$ cat config.mk
export PLATFORM = sky130hd
export DESIGN_NAME = uart_tx_sched
export DESIGN_NICKNAME = d
export VERILOG_FILES = /design/src/rtl/uart_tx_sched.sv
export SDC_FILE = /design/constraint.sdc
export NUM_CORES = 1
export LEC_CHECK = 0
export BUFFER_PORTS_ARGS = -buffer_cell sky130_fd_sc_hd__buf_2
export CAP_MARGIN = 5
export CORE_MARGIN = 10
export CORE_UTILIZATION = 52
export CTS_CLUSTER_DIAMETER = 60
export DETAILED_ROUTE_END_ITERATION = 10
export PLACE_DENSITY = 0.8
export SLEW_MARGIN = 10
export SYNTH_ARGS = -nofsm -noshare
export SYNTH_HDL_FRONTEND = slang
export SYNTH_SLANG_ARGS = --single-unit
export TNS_END_PERCENT = 5
$ cat constraint.sdc
create_clock -name clk -period 2.3 [get_ports clk]
set_clock_uncertainty 0.15 [all_clocks]
set_input_delay 0.23 -clock clk [delete_from_list [all_inputs] [get_ports clk]]
set_output_delay 0.23 -clock clk [all_outputs]
set_load 0.1 [all_outputs]
$ cat src/rtl/uart_tx_sched.sv
// uart_tx_sched: round-robin scheduler of 1/2-byte frames from two requesters onto one UART transmitter
module uart_tx_sched #(
  parameter logic [15:0] BAUD_RST = 16'd868
) (
  input  logic        clk,
  input  logic        rst,
  input  logic        req0,
  input  logic        req1,
  input  logic [15:0] req0_data,
  input  logic [15:0] req1_data,
  input  logic        req0_wide,
  input  logic        req1_wide,
  output logic        req0_ack,
  output logic        req1_ack,
  input  logic        cfg_wr,
  input  logic [15:0] cfg_baud,
  output logic        trmt,
  output logic [7:0]  tx_data,
  input  logic        tx_done,
  output logic [15:0] baud,
  output logic        busy,
  output logic        grant,
  output logic        frm_done
);
  typedef enum logic [1:0] {IDLE, WAIT1, WAIT2} state_t;
  state_t state;
  logic last, wide_q, tx_done_q, pend_v, bc, sel, sel_wide, cfg_ok, upd_v;
  logic [7:0] lo_q;
  logic [15:0] pend, sel_data, upd;
  always_comb begin
    bc = tx_done & ~tx_done_q;
    sel = (req0 & req1) ? ~last : req1;
    sel_data = sel ? req1_data : req0_data;
    sel_wide = sel ? req1_wide : req0_wide;
    cfg_ok = cfg_wr & (cfg_baud != 16'd0);
    upd = cfg_ok ? cfg_baud : pend;
    upd_v = cfg_ok | pend_v;
  end
  // a write landing on an idle edge goes straight to baud so it shows up next cycle
  always_ff @(posedge clk) begin
    if (rst) begin
      state <= IDLE;
      trmt <= 1'b0;
      req0_ack <= 1'b0;
      req1_ack <= 1'b0;
      frm_done <= 1'b0;
      busy <= 1'b0;
      tx_data <= 8'h00;
      grant <= 1'b0;
      last <= 1'b1;
      baud <= BAUD_RST;
      pend <= BAUD_RST;
      pend_v <= 1'b0;
      tx_done_q <= 1'b0;
      wide_q <= 1'b0;
      lo_q <= 8'h00;
    end else begin
      tx_done_q <= tx_done;
      trmt <= 1'b0;
      req0_ack <= 1'b0;
      req1_ack <= 1'b0;
      frm_done <= 1'b0;
      if (cfg_ok) pend <= cfg_baud;
      if (state == IDLE && upd_v) begin
        baud <= upd;
        pend_v <= 1'b0;
      end else if (cfg_ok) pend_v <= 1'b1;
      case (state)
        IDLE: if (req0 | req1) begin
          grant <= sel;
          last <= sel;
          req0_ack <= ~sel;
          req1_ack <= sel;
          wide_q <= sel_wide;
          lo_q <= sel_data[7:0];
          tx_data <= sel_wide ? sel_data[15:8] : sel_data[7:0];
          trmt <= 1'b1;
          busy <= 1'b1;
          state <= WAIT1;
        end
        WAIT1: if (bc) begin
          if (wide_q) begin
            trmt <= 1'b1;
            tx_data <= lo_q;
            state <= WAIT2;
          end else begin
            frm_done <= 1'b1;
            busy <= 1'b0;
            state <= IDLE;
          end
        end
        WAIT2: if (bc) begin
          frm_done <= 1'b1;
          busy <= 1'b0;
          state <= IDLE;
        end
        default: state <= IDLE;
      endcase
    end
  end
endmodule

### Yosys cells after proc, flatten, opt, wreduce, memory -nomap -nowiden

Cells that the tools add are included.
Widths: inputs -> output; s select.

| operators by class | value |
|---|---|
| bitwise gates (word level) | 10 |
| equal/unequal tests | 7 |
| multiplexer cells | 27 |
| reductions and logical operators | 11 |

Operator list:

| cell | count |
|---|---|
| $mux 16 | 2 |
| $mux 8 | 4 |
| $pmux 8 s2 | 1 |
| $reduce_bool 16->1 | 1 |
| $mux 1 | 12 |
| $mux 2 | 4 |
| $ne 2x2->1 const B | 4 |
| $pmux 2 s3 | 1 |
| $not 1->1 | 5 |
| $reduce_and 5->1 | 1 |
| $pmux 1 s2 | 2 |
| $reduce_and 4->1 | 1 |
| $and 1x1->1 | 3 |
| $pmux 1 s3 | 1 |
| $reduce_and 3->1 | 1 |
| $reduce_bool 3->1 | 1 |
| $reduce_or 3->1 | 1 |
| $eq 2x1->1 const B | 1 |
| $eq 2x2->1 const B | 1 |
| $logic_not 2->1 | 1 |
| $ne 2x1->1 const B | 1 |
| $or 1x1->1 | 2 |
| $reduce_and 2->1 | 1 |
| $reduce_bool 2->1 | 1 |
| 2 further kinds | 2 |

| word-level totals | value |
|---|---|
| input port bits | 56 |
| register bits after elaboration | 60 |
| output and inout port bits | 30 |
| word-level logic and storage cells | 70 |

### Longest topological paths before layout

| logic depth | value |
|---|---|
| depth in word-level cells | 6 |
| mapped depth | 7 |
| mapped depth without buffers | 6 |

### Least setup slack after synthesis

OpenSTA, ideal clock, no wires.

| timing | value |
|---|---|
| path type | input -> register |
| start | input cfg_baud[9] |
| end | register baud[0] |
| stages | 5 |
| setup time | 0.147 ns |
| path buffers | 1 |
| required time | 2.003 ns |
| setup slack | 0.192 ns |
| arrival time | 1.811 ns |
| cells stage by stage | or4_4 > o41ai_4 > buf_6 > mux2i_1 > a221oi_2 |

| between the ends | value |
|---|---|
| cells in the longest elaborated chain, start to end | 4 |
| elaborated cells on any way between the ends | 5 |
| those cells by class | mux (1); bitwise (2); reduce/logical (2) |

Ends and longest elaborated chain:

| item | line | RTL |
|---|---|---|
| from (decl) | 16 | `input logic [15:0] cfg_baud,` |
| $reduce_bool 16->1 (*) | 35 | `cfg_ok = cfg_wr & (cfg_baud != 16'd0);` |
| $and 1x1->1 (*) | 35 |  |
| $or 1x1->1 | 37 | `upd_v = cfg_ok \| pend_v;` |
| $logic_and 1x1->1 | 64 | `if (state == IDLE && upd_v) begin` |
| to (signal assigned) | 65 | `baud <= upd;` |
| to (decl) | 20 | `output logic [15:0] baud,` |

Mark *: on every way between the ends. The rest lies on a longest branch, timed or not.
A chain may end at the register's enable or synchronous reset.

### Worst setup path in the final report

| timing | value |
|---|---|
| start | register state[0] |
| end | register tx_data[0] |

| between the ends | value |
|---|---|
| cells in the longest elaborated chain, start to end | 3 |
| elaborated cells on any way between the ends | 8 |
| those cells by class | eq/ne (4); mux (1); reduce/logical (3) |

Ends and longest elaborated chain:

| item | line | RTL |
|---|---|---|
| from (decl) | 26 | `state_t state;` |
| from (signal assigned) | 42 | `state <= IDLE;` |
| from (signal assigned) | 79 | `state <= WAIT1;` |
| from (signal assigned) | 85 | `state <= WAIT2;` |
| $eq 2x1->1 or $logic_not 2->1 (tied branches) | 68 | `case (state)` |
| $ne 2x2->1 (no source line) (tied with other cells) | -- |  |
| $reduce_and 4->1 (no source line) | -- |  |
| to (signal assigned) | 76 | `tx_data <= sel_wide ? sel_data[15:8] : sel_data[7:0];` |
| to (signal assigned) | 84 | `tx_data <= lo_q;` |
| to (decl) | 18 | `output logic [7:0] tx_data,` |

Several ways; a longest one is shown, not always the timed one.

==> impl_metrics.sql <==
INSERT INTO impl_metrics (metric_group, metric, value, unit) VALUES
('worst_setup_path', 'r2r_setup_slack', '0.31', 'ns'),
('routing', 'viasPerCell', '5.66', ''),
('synthesis', 'synth.cell_area', '0.00297', 'mm^2'),
('routing', 'wirelength', '8.01', 'mm'),
('synthesis', 'netlist.top_cell.by_area', 'dfxtp_1', ''),
('synthesis', 'netlist_instances', '331', ''),
('power', 'power_density', '958', 'mW/mm^2'),
('clock_tree', 'clock_tree.htree_level_count', '3', ''),
('worst_setup_path', 'worst_r2r_startpoint', 'state[0]', ''),
('timing', 'timing.hold.ws', '0.00572', 'ns'),
('timing', 'grt_setup_unrepaired', 'no', ''),
('place', 'postPlaceCellArea', '0.00350', 'mm^2'),
('hold_path', 'min_path_cells', '3', ''),
('routing', 'detailroute.wirelength.met2', '3.88', 'mm'),
('layout', 'finalCoreUtilization', '67.7', '%'),
('die', 'io_pins', '86', ''),
('layout', 'antenna-diode-count', '0', ''),
('layout', 'final_design_area_no_fill', '0.00375', 'mm^2'),
('synthesis', 'synth.lib_cells_used.distinct', '42', ''),
('place', 'hpwlAfterDp', '5.83', 'mm'),
('clock_tree', 'clock_latency_reported_for_the_late_side_of_the_worst_skew_pair', '0.34', 'ns'),
('clock_tree', 'clockRootBuffer', 'clkbuf_8', ''),
('routing', 'top_signal_layer_used', 'met4', ''),
('routing', 'ant_nets', '0', ''),
('timing', 'post-route-period-util', '86.5', '%'),
('power', 'power_leakage', '1.68', 'nW'),
('hold_path', 'hold_start', 'cfg_baud[5]', ''),
('timing', 'slew_violations', '0', ''),
('timing', 'max_slew.worst_pin.slew', '0.489', 'ns'),
('worst_setup_path', 'r2r_end', 'tx_data[0]', ''),
('worst_setup_path', 'crit_arrival', '2.08', 'ns'),
('hold_path', 'holdCritPathClass', 'in2reg', ''),
('routing', 'routed-via-count', '2785', ''),
('clock_tree', 'worst_setup_hold_path_clk_slew', '0.07', 'ns'),
('routing', 'm1WireLength', '3.33', 'mm'),
('routing', 'routedWlPerCell', '16.3', 'um'),
('outcome', 'status', 'completed', ''),
('die', 'floorplan.die_area', '0.00914', 'mm^2'),
('worst_setup_path', 'worst_path_fanout_max', '35', ''),
('layout', 'area_delta_synth_final', '26.3', '%'),
('grt', 'grt_pass1_vias', '2800', ''),
('run', 'drv_cap', '0', ''),
('worst_setup_path', 'timing.setup.critical_path_class', 'reg2reg', ''),
('place', 'gp_congestion', '0.839', ''),
('synthesis', 'portion_of_synthesized_cell_area_occupied_by_the_leading_cell_type', '40.4', '%'),
('timing', 'final-setup-viol-count', '0', ''),
('synthesis', 'synth-warning-count', '0', ''),
('die', 'dieWidth', '95.6', 'um'),
('routing', 'dr.pass1.iters', '4', ''),
('timing', 'slew-limit-headroom', '67.0', '%'),
('die', 'placeableCoreArea', '0.00554', 'mm^2'),
('grt', 'globalRouteTotalUtil', '17.7', '%'),
('synthesis', 'syn_avg_cell_area', '8.97', 'um^2'),
('timing', 'final-hold-violation-count', '0', ''),
('routing', 'route.met3.wl', '686', 'um'),
('worst_setup_path', 'critPathLaunchType', 'flip-flop', ''),
('layout', 'post_route_cells_drive_above_1_share', '30.2', '%'),
('synthesis', 'synthTopCellsByArea', 'dfxtp_1 40%, mux2i_1 9.4%, nand2_1 4.7%, a211oi_1 4.3%, a221oi_2 3.5%', ''),
('timing', 'post-route-min-period', '1.99', 'ns'),
('die', 'fp.dieH', '95.6', 'um'),
('layout', 'final_net_count', '476', ''),
('routing', 'remaining_drc_errors', '0', ''),
('die', 'initial_core_utilization', '53.6', '%'),
('die', 'placementRows', '27', ''),
('synthesis', 'synth_sequential_area_ratio', '40.4', '%'),
('place', 'placedCellCount', '475', ''),
('worst_setup_path', 'rr_worst_depth', '8', ''),
('layout', 'finish.cell_count_without_fillers', '492', ''),
('clock_tree', 'numCtsBuffers', '9', ''),
('synthesis', 'synth.net_count', '392', ''),
('power', 'vdd_ir_drop_max', '566', 'uV');
synthesized netlist by cell type:
library cell	instances
a221o_1	1
a221oi_2	7
nor3_1	3
dfxtp_1	60
nor4_1	2
nor2_1	20
a211o_1	9
a221oi_1	3
nand3_1	7
nand2_1	37
a22o_1	1
or3b_2	1
o21a_1	1
o21bai_1	1
o21ai_0	7
a211oi_1	17
buf_6	1
a21oi_1	17
buf_1	2
a41oi_1	4
clkbuf_1	19
buf_2	4
nor2b_1	15
nand4b_1	2
nor4b_1	1
and2_1	1
mux2i_1	28
or4_4	2
a31oi_1	4
or4_1	2
and3_1	3
ha_1	5
a311oi_1	7
o41ai_4	1
o311a_1	1
nand2b_1	11
a21boi_1	2
inv_1	15
a31o_2	1
nand3b_1	4
a21o_1	1
o41a_1	1
worst max-delay path by stage:
stage	startpoint	to	depth (start not counted)
6_report	state[0]	tx_data[0]	8
5_1_grt	state[1]	tx_data[0]	8
4_1_cts	state[0]	tx_data[0]	8
3_5_place_dp	cfg_baud[1]	baud[11]	6
3_3_place_gp	cfg_baud[1]	baud[12]	6
2_1_floorplan	cfg_baud[9]	baud[0]	5
per-layer routing:
layer	vias to the layer above	global-route usage, %
li1	1369	-
met4	0	6.88
met3	11	5.73
met5	-	0
met2	97	29.5
met1	1308	20.8
power breakdown:
group	total (mW)	internal (mW)	switching, mW
Combinational	1.25	0.318	0.932
Clock	1.11	0.695	0.413
Sequential	1.23	1.17	0.0689
Total	3.59	2.18	1.41
cells in the final DEF, fill, tap and decap left out, types with 5 or more instances in the layout:
| cell | synthesis | final |
|---|---|---|
| buf_2 | 4 | 85 |
| dfxtp_1 | 60 | 60 |
| nand2_1 | 37 | 37 |
| mux2i_1 | 28 | 28 |
| nor2_1 | 20 | 20 |
| a21oi_1 | 17 | 17 |
| a211oi_1 | 17 | 17 |
| inv_1 | 15 | 15 |
| nor2b_1 | 15 | 15 |
| clkbuf_8 | 0 | 12 |
| nand2b_1 | 11 | 11 |
| buf_4 | 0 | 10 |
| a211o_1 | 9 | 9 |
| o21ai_0 | 7 | 7 |
| a221oi_2 | 7 | 7 |
| nand3_1 | 7 | 7 |
| a311oi_1 | 7 | 7 |
| ha_1 | 5 | 5 |
state kept, by name (all words and copies together) (netlist names), 2 cells and up:
name,cells
baud,16
lo_q,8
pend,16
state,2
tx_data,8
cell families (layout without fill, tap and decap cells):
family,Yosys count,in the layout,synth area share (%)
flip-flops,60,60,40.4
AO/OA/AOI/OAI,86,86,23.3
adder cells (fa/ha/maj),5,5,2.11
AND/OR/NAND/NOR,111,111,19.1
multiplexers,28,28,9.44
buffers and inverters,41,130,5.60
per-stage QoR:
step	setup slack, ns	total power, mW
after detailed placement	0.112	2.50
final	0.311	3.59
after floorplan	0.192	2.23
after CTS	0.209	3.61
after global placement	0.131	2.48
after global routing	0.0726	3.74
cell type report:
class,count,area (um^2)
Fill cell,444,1790
Multi-Input combinational cell,230,1610
Sequential cell,60,1200
Timing Repair Buffer,99,562
Clock buffer,12,165
Tap cell,72,90.1
Clock inverter,4,70.1
Inverter,15,56.3
critical path, stage by stage (launching register included):
cell and delay, ns:
dfxtp_1 0.34, inv_1 0.11, ha_1 0.19, buf_6 0.27
nand2b_1 0.11, a21boi_1 0.18, buf_4 0.23, nor2_1 0.06
a311oi_1 0.25
timing repair:
action                                  4_1_cts  5_1_grt
endpoints found under the setup margin        0        1
hold buffers                                  1        0
resized for setup                             0        1
endpoints found under the hold margin         1        0
(Power assumes the default switching activity.)
